$ cat config.mk
export PLATFORM = sky130hd
export DESIGN_NAME = pipeline_ctrl
export DESIGN_NICKNAME = d
export VERILOG_FILES = /design/src/rtl/pipeline_ctrl.sv
export SDC_FILE = /design/constraint.sdc
export NUM_CORES = 1
export LEC_CHECK = 0
export BUFFER_PORTS_ARGS = -buffer_cell sky130_fd_sc_hd__buf_4
export CAP_MARGIN = 20
export CORE_MARGIN = 1
export CORE_UTILIZATION = 45
export CTS_CLUSTER_SIZE = 14
export DETAILED_ROUTE_END_ITERATION = 8
export PLACE_DENSITY = 0.7
export SYNTH_ARGS = -nofsm -noshare
export SYNTH_HDL_FRONTEND = slang
export SYNTH_SLANG_ARGS = --single-unit
$ cat constraint.sdc
create_clock -name clock -period 6.9 [get_ports clock]
set_clock_uncertainty 0.15 [all_clocks]
set_input_delay 0.345 -clock clock [delete_from_list [all_inputs] [get_ports clock]]
set_output_delay 0.345 -clock clock [all_outputs]
set_load 0.05 [all_outputs]
$ cat src/rtl/pipeline_ctrl.sv
// pipeline_ctrl: hazard/sequencing control for the five-stage pipeline, with mul/div hold FSM and stall counter.
module pipeline_ctrl #(
  parameter int MULDIV_LAT = 34
) (
  input  logic        clock,
  input  logic        reset,
  input  logic [4:0]  id_rs1_i,
  input  logic [4:0]  id_rs2_i,
  input  logic        id_rs1_ren_i,
  input  logic        id_rs2_ren_i,
  input  logic        ex_load_i,
  input  logic        ex_wen_i,
  input  logic [4:0]  ex_rd_i,
  input  logic        ex_muldiv_i,
  input  logic        ex_redirect_i,
  input  logic        wb_exception_i,
  output logic        pc_stall_o,
  output logic        if_id_stall_o,
  output logic        if_id_flush_o,
  output logic        id_ex_stall_o,
  output logic        id_ex_flush_o,
  output logic        ex_mem_flush_o,
  output logic [1:0]  pc_sel_o,
  output logic        muldiv_done_o,
  output logic [31:0] stall_cnt_o
);
  typedef enum logic [1:0] {IDLE, BUSY, DONE} state_t;
  state_t state, state_nxt;
  logic [7:0] cnt, cnt_nxt;
  logic lu, md_hold;
  assign lu = ex_load_i & ex_wen_i & (ex_rd_i != 5'd0) &
              ((id_rs1_ren_i & (id_rs1_i == ex_rd_i)) | (id_rs2_ren_i & (id_rs2_i == ex_rd_i)));
  assign md_hold = (state == BUSY) | ((state == IDLE) & ex_muldiv_i);
  assign muldiv_done_o = (state == DONE) & ~reset;
  always_comb begin
    state_nxt = state;
    cnt_nxt = cnt;
    case (state)
      IDLE: if (ex_muldiv_i) begin
        state_nxt = (MULDIV_LAT == 2) ? DONE : BUSY;
        cnt_nxt = 8'(MULDIV_LAT - 2);
      end
      BUSY: begin
        cnt_nxt = cnt - 8'd1;
        state_nxt = (cnt <= 8'd1) ? DONE : BUSY;
      end
      default: state_nxt = IDLE;
    endcase
    if (wb_exception_i) begin
      state_nxt = IDLE;
      cnt_nxt = 8'd0;
    end
  end
  // Priority: trap, mul/div hold, redirect, load-use.
  always_comb begin
    pc_stall_o = 1'b0;
    if_id_stall_o = 1'b0;
    if_id_flush_o = 1'b0;
    id_ex_stall_o = 1'b0;
    id_ex_flush_o = 1'b0;
    ex_mem_flush_o = 1'b0;
    pc_sel_o = 2'd0;
    if (reset) begin
      pc_sel_o = 2'd0;
    end else if (wb_exception_i) begin
      if_id_flush_o = 1'b1;
      id_ex_flush_o = 1'b1;
      ex_mem_flush_o = 1'b1;
      pc_sel_o = 2'd2;
    end else if (md_hold) begin
      pc_stall_o = 1'b1;
      if_id_stall_o = 1'b1;
      id_ex_stall_o = 1'b1;
      ex_mem_flush_o = 1'b1;
    end else if (ex_redirect_i) begin
      if_id_flush_o = 1'b1;
      id_ex_flush_o = 1'b1;
      pc_sel_o = 2'd1;
    end else if (lu) begin
      pc_stall_o = 1'b1;
      if_id_stall_o = 1'b1;
      id_ex_flush_o = 1'b1;
    end
  end
  always_ff @(posedge clock) begin
    if (reset) begin
      state <= IDLE;
      cnt <= 8'd0;
      stall_cnt_o <= 32'd0;
    end else begin
      state <= state_nxt;
      cnt <= cnt_nxt;
      if (pc_stall_o && stall_cnt_o != 32'hFFFF_FFFF) stall_cnt_o <= stall_cnt_o + 32'd1;
    end
  end
endmodule

== After elaboration in Yosys (flattened, before gate mapping) ==
Cells that the tools add are included.
Word-level totals
  register bits: 42
  bits of input ports: 24
  output and inout bits: 41
  word-level logic and storage cells: 55
Operators by class
  add/subtract/negate cells: 2
  $lt $le $gt $ge: 1
  equality and inequality tests: 6
  mux-type cells: 27
  bitwise logic cells: 10
  reductions and logical operators: 6
Operator list (count)
  32-bit by 1-bit adder with 32-bit output, second input constant: 1
  32-bit != test, second input constant: 1
  1-bit two-way mux: 20
  8-bit case mux with 2 select lines: 1
  5-bit equality test: 2
  8-bit by 1-bit <= comparator with 1-bit output, second input constant: 1
  2-bit two-way mux: 4
  8-bit two-way mux: 1
  8-bit by 1-bit subtractor with 8-bit output, second input constant: 1
  1-bit bitwise AND: 7
  5-bit nonzero test: 1
  2-bit case mux with 2 select lines: 1
  2-bit by 1-bit equality test with 1-bit output, second input constant: 1
  2-bit equality test, second input constant: 1
  2-bit zero test: 1
  2-bit != test, second input constant: 1
  1-bit OR: 2
  2-bit AND reduction: 1
  2-bit nonzero test: 1
  2-bit OR reduction: 1
  1-bit logical AND: 1
  1-bit inverter: 1

== Depth between registers and ports, before layout ==
  depth in word-level cells: 10
  mapped depth: 8
  gate-level depth less buffers: 6

== Worst setup path before layout ==
Ideal clock, no wire load.
  kind: register to register
  start: register stall_cnt_o[4]
  end: register stall_cnt_o[1]
  setup time: 128 ps
  arrival time: 2475 ps
  path slack: 4147 ps
  cell stages (with the launch flop): 9
  path buffers: 2
  cell sequence: dfxtp_1 > and4_4 > nand4_2 > or4b_4 > o211ai_4 > buf_8 > buf_12 > mux2i_1 > nor2_1
On the way
  word-level cells in the longest chain between the ends: 2
Ends and longest elaborated chain
  from (decl): line 25  | output logic [31:0] stall_cnt_o
  from (signal assigned): line 93  | if (pc_stall_o && stall_cnt_o != 32'hFFFF_FFFF) stall_cnt_o <= stall_cnt_o + 32'd1;
  32-bit != test: line 93
  1-bit logical AND: line 93
No other way between the ends.
A chain may end at the register's enable or synchronous reset.

== Final worst setup path ==
  start: register stall_cnt_o[0]
  end: register stall_cnt_o[13]
On the way
  word-level cells in the longest chain between the ends: 2
  elaborated cells between the ends (all ways): 3
  classes of those cells: add/sub (1); eq/ne (1); reduce/logical (1)
Ends and longest elaborated chain
  parallel branches: the longest is 2 deep, another holds 32-bit by 1-bit adder with 32-bit output
Parallel ways; which one is timed is not known.

==> flow_summary.html <==
<table>
<tr><th>Metric</th><th>Value</th></tr>
<tr><th colspan="2">Run status</th></tr>
<tr><td>Outcome</td><td>finished clean</td></tr>
<tr><th colspan="2">Floorplanning</th></tr>
<tr><td>Die Width</td><td>around 74 microns</td></tr>
<tr><td>Initial Utilization</td><td>between 40% and 50%</td></tr>
<tr><td>Total die area</td><td>around 0.0055 sq mm</td></tr>
<tr><td>Floorplan Core Area</td><td>between 0.004 and 0.005 sq mm</td></tr>
<tr><td>Cell Rows</td><td>25</td></tr>
<tr><td>Chip Height</td><td>about 74 microns</td></tr>
<tr><td>I/O pin total</td><td>65</td></tr>
<tr><th colspan="2">Routing</th></tr>
<tr><td>Violation count after the first detailed-routing iteration</td><td>between 80 and 90</td></tr>
<tr><td>Total routed wirelength</td><td>between 5000 and 6000 microns</td></tr>
<tr><td>Number of search-and-repair iterations in the first detailed-routing pass</td><td>4</td></tr>
<tr><td>Via total after detailed routing</td><td>around 2200</td></tr>
<tr><td>Mean number of vias per cell</td><td>roughly 5.6</td></tr>
<tr><td>Number of remaining DRC errors</td><td>0</td></tr>
<tr><td>Number of nets with antenna violations after routing</td><td>0</td></tr>
<tr><td>WL per Instance</td><td>between 10 and 15 microns</td></tr>
<tr><th colspan="2">Clock tree</th></tr>
<tr><td>CTS buffer count</td><td>5</td></tr>
<tr><td>Clock root cell</td><td>sky130_fd_sc_hd__clkbuf_8</td></tr>
<tr><td>Clock tree from TritonCTS</td><td>built</td></tr>
<tr><td>Clock buffer depth</td><td>2</td></tr>
<tr><td>CTS clock-pin slew for the worst setup and hold paths</td><td>about 0.080 ns</td></tr>
<tr><td>Quantity of hold-fixing buffers added after cts</td><td>0</td></tr>
<tr><td>Number of H-tree levels</td><td>2</td></tr>
<tr><td>Number of gates resized after CTS</td><td>0</td></tr>
<tr><td>Source-to-sink clock delay at the later pin of the worst-skew pair</td><td>0.29 ns</td></tr>
<tr><td>Sink Count</td><td>42</td></tr>
<tr><td>Post-CTS setup-driven buffer insertion count</td><td>0</td></tr>
<tr><th colspan="2">Cells and area</th></tr>
<tr><td>Fraction of layout cells with a size suffix above 1</td><td>a little over a quarter</td></tr>
<tr><td>Reg area</td><td>841 sq um</td></tr>
<tr><td>Final standard cell utilization of the core</td><td>around three fifths</td></tr>
<tr><td>Post-synthesis to final-layout area growth</td><td>24.9%</td></tr>
<tr><td>Area taken by multi-input logic gates</td><td>around 0.0014 sq mm</td></tr>
<tr><td>Number of nets in the final layout</td><td>roughly 360</td></tr>
<tr><td>Filler cell count in the final layout</td><td>between 400 and 500</td></tr>
<tr><td>Number of diodes added for antenna fixing</td><td>0</td></tr>
<tr><th colspan="2">Placed design</th></tr>
<tr><td>Sum of net half-perimeters after detailed placement</td><td>between 3000 and 4000 microns</td></tr>
<tr><td>Gpl congestion</td><td>0.823</td></tr>
<tr><td>Port buffer count</td><td>64</td></tr>
<tr><th colspan="2">Power</th></tr>
<tr><td>Combinational group share of total power</td><td>between 10% and 20%</td></tr>
<tr><td>Maximum ir drop on the vdd rail</td><td>0.103 mV</td></tr>
<tr><td>Sequential share of power</td><td>between 40 and 50%</td></tr>
<tr><td>Switching power of the nets</td><td>120 uW</td></tr>
<tr><td>Power density over the cells</td><td>169 mW/mm^2</td></tr>
<tr><td>Sw Share</td><td>~24%</td></tr>
<tr><td>Internal power of the cells</td><td>around 370 uW</td></tr>
<tr><td>Fraction of power consumed by the clock network</td><td>between 30 and 40%</td></tr>
<tr><td>Leakage power total</td><td>0.00107 uW</td></tr>
<tr><th colspan="2">Timing</th></tr>
<tr><td>Slew Limit Headroom</td><td>about 30%</td></tr>
<tr><td>Final setup TNS</td><td>0 ns</td></tr>
<tr><td>Unrepaired setup endpoints after global routing</td><td>no</td></tr>
<tr><td>Final clock period utilization by the worst path</td><td>41.8%</td></tr>
<tr><td>Hold slack</td><td>0.301 ns</td></tr>
<tr><td>Final setup violating endpoints</td><td>0</td></tr>
<tr><td>Max-slew violations</td><td>0</td></tr>
<tr><td>Actual transition at the worst max-transition pin</td><td>roughly 1.0 ns</td></tr>
<tr><td>Time the final worst path needs with I/O delays and setup</td><td>a little under 3 ns</td></tr>
<tr><td>Maximum clock frequency</td><td>347 MHz</td></tr>
<tr><td>Fin. Hold Viols</td><td>0</td></tr>
<tr><th colspan="2">Worst setup path</th></tr>
<tr><td>Crit path required time</td><td>about 6.9 ns</td></tr>
<tr><td>Critical R2R Launch</td><td>stall_cnt_o[0]$_SDFFE_PP0P_</td></tr>
<tr><td>Cell breakdown of the critical path</td><td>ha_1, nand3_1, or4b_4, o211ai_4, nor4_1, mux2_2</td></tr>
<tr><td>Critical path arrival</td><td>approximately 2.9 ns</td></tr>
<tr><td>Crit. End Element</td><td>flop</td></tr>
<tr><td>Worst-path cell with the longest stage delay</td><td>sky130_fd_sc_hd__or4b_4</td></tr>
<tr><td>Crit Path Category</td><td>flop to flop</td></tr>
<tr><td>Largest stage delay on the critical path</td><td>between 0.6 and 0.7 ns</td></tr>
<tr><td>Worst-path maximum fanout</td><td>46</td></tr>
<tr><td>Startpoint type of the worst setup path</td><td>flop</td></tr>
<tr><td>Startpoint of the worst setup timing path</td><td>stall_cnt_o[0]$_SDFFE_PP0P_</td></tr>
<tr><th colspan="2">Synth</th></tr>
<tr><td>Library cell with the highest instance count after synthesis</td><td>sky130_fd_sc_hd__dfxtp_1</td></tr>
<tr><td>Area share of the largest cell type after synthesis</td><td>36.0%</td></tr>
<tr><td>Flip-flop and latch count after synthesis</td><td>42</td></tr>
<tr><td>Syn Area/Cell</td><td>around 8.6 sq um</td></tr>
<tr><td>Post-synthesis instance area</td><td>approximately 0.0023 sq mm</td></tr>
<tr><td>Most numerous cell types in the synthesized netlist</td><td>sky130_fd_sc_hd__dfxtp_1 (42), sky130_fd_sc_hd__a21oi_1 (26), sky130_fd_sc_hd__or3_1 (19)</td></tr>
<tr><td>Top post-synthesis cells by area</td><td>sky130_fd_sc_hd__dfxtp_1 (36%), sky130_fd_sc_hd__a21oi_1 (5.6%), sky130_fd_sc_hd__or3_1 (5.1%)</td></tr>
<tr><td>Cell taking the most area after synthesis</td><td>sky130_fd_sc_hd__dfxtp_1</td></tr>
<tr><td>Synth Net Count</td><td>300</td></tr>
<tr><td>Share of synthesized area occupied by flip-flops and latches</td><td>approximately 36%</td></tr>
<tr><td>Number of enable flip-flop cells after synthesis</td><td>0</td></tr>
<tr><td>Count of different cell masters after synthesis</td><td>~50</td></tr>
<tr><td>Dominant synthesized flop cell</td><td>sky130_fd_sc_hd__dfxtp_1</td></tr>
<tr><td>Asr flop ratio synth</td><td>0%</td></tr>
<tr><td>Mapped Cells</td><td>about 270</td></tr>
<tr><td>Yosys warnings</td><td>0</td></tr>
<tr><th colspan="2">Hold path</th></tr>
<tr><td>Start point of the worst min-delay path</td><td>reset</td></tr>
<tr><td>Kind of path behind the tightest hold check</td><td>primary input to flop</td></tr>
<tr><th colspan="2">Global routing</th></tr>
<tr><td>Remaining global-route overflow</td><td>0</td></tr>
<tr><td>Number of global-route vias before repair</td><td>1935</td></tr>
<tr><td>Global-route wire length before repair</td><td>around 8500 microns</td></tr>
<tr><td>Pin count of the biggest net entering global routing</td><td>47</td></tr>
<tr><td>Initial antenna violation count</td><td>0</td></tr>
<tr><td>Total Routing Usage GR</td><td>19.8%</td></tr>
<tr><th colspan="2">Run</th></tr>
<tr><td>Max capacitance violation total</td><td>0</td></tr>
</table>
final timing paths:
path         slack [ns]  depth (start not counted)                      endpoint
min reg2reg        0.34                          2           cnt[2]$_SDFFE_PP0P_
max                4.02                          6  stall_cnt_o[13]$_SDFFE_PP0P_
min                0.30                          2   stall_cnt_o[1]$_SDFFE_PP0P_
max reg2reg        4.02                          6  stall_cnt_o[13]$_SDFFE_PP0P_
per-stage QoR:
step	power [uW]	setup slack, ns	cell area, sq um	std cells
after global routing	513	3.81	2920	400
after global placement	306	4.08	2810	392
after detailed placement	307	4.01	2810	392
after floorplan	287	4.15	2340	273
final	495	4.02	2920	400
after CTS	499	4.02	2920	400
per-layer routing:
layer / part of all wire [%] / track usage [%] / routed length (microns)
met1: 47 / 24.3 / 2510
met5: 0 / 0 / 0
met3: 6.3 / 4.88 / 339
met2: 47 / 34.8 / 2520
met4: 0.46 / 4.49 / 25
cells in the final DEF, fill, tap and decap left out, drive strengths merged, types with 2 or more instances in the layout:
master | Yosys | layout
xnor2 | 10 | 10
mux2 | 3 | 3
or4 | 10 | 10
o21ai | 12 | 12
clkbuf | 6 | 6
and4 | 2 | 2
ha | 3 | 3
nand2 | 17 | 17
o41ai | 3 | 3
nor3 | 4 | 4
nor2b | 2 | 2
buf | 6 | 64
dfxtp | 42 | 42
or2 | 3 | 3
o211ai | 7 | 7
a21oi | 29 | 29
or3 | 19 | 19
o311ai | 3 | 3
nor2 | 18 | 18
and3 | 2 | 2
nor4 | 8 | 8
inv | 12 | 12
nor3b | 2 | 2
nand4 | 11 | 11
o31ai | 12 | 12
nand3 | 12 | 12
power by group through the flow:
stage	Clock, uW	Combinational (uW)	Sequential [uW]
CTS	198	55.7	245
detailed placement	0	55.6	251
global placement	0	55.0	251
finish	194	55.4	245
floorplan	0	35.7	251
global route	208	59.9	246
worst max-delay path, delay by kind of cell, from the launching register on:
family	cells	cell delay (ns)
AO/OA/AOI/OAI	1	0.43
adder cells (fa/ha/maj)	1	0.19
AND/OR/NAND/NOR	3	1.25
multiplexers	1	0.31
flip-flops	1	0.41
area by class of cell:
| class | count | share of cell area [%] |
|---|---|---|
| repair buffers | 64 | 16.5 |
| clock buffers | 6 | 2.49 |
| multi-input cells | 207 | 46.6 |
| flip-flops and latches | 42 | 28.8 |
| inverters | 12 | 1.54 |
| clock inverters | 2 | 1.29 |
| well taps | 67 | 2.87 |
sequential cells by signal (all words and copies together) (netlist names):
| signal | flops |
|---|---|
| cnt | 8 |
| state | 2 |
| stall_cnt_o | 32 |
kinds of logic after synthesis:
family                     after synthesis  synth area share [%]
AOI/OAI and AO/OA                       76                  21.7
xor gates and xnor gates                11                  4.12
adders and majority gates                3                  1.61
buffers and inverters                   24                  5.83
DFF                                     42                  36.0
muxes                                    4                  1.87
and+or+nand+nor                        113                  28.9
(Power assumes the default switching activity.)
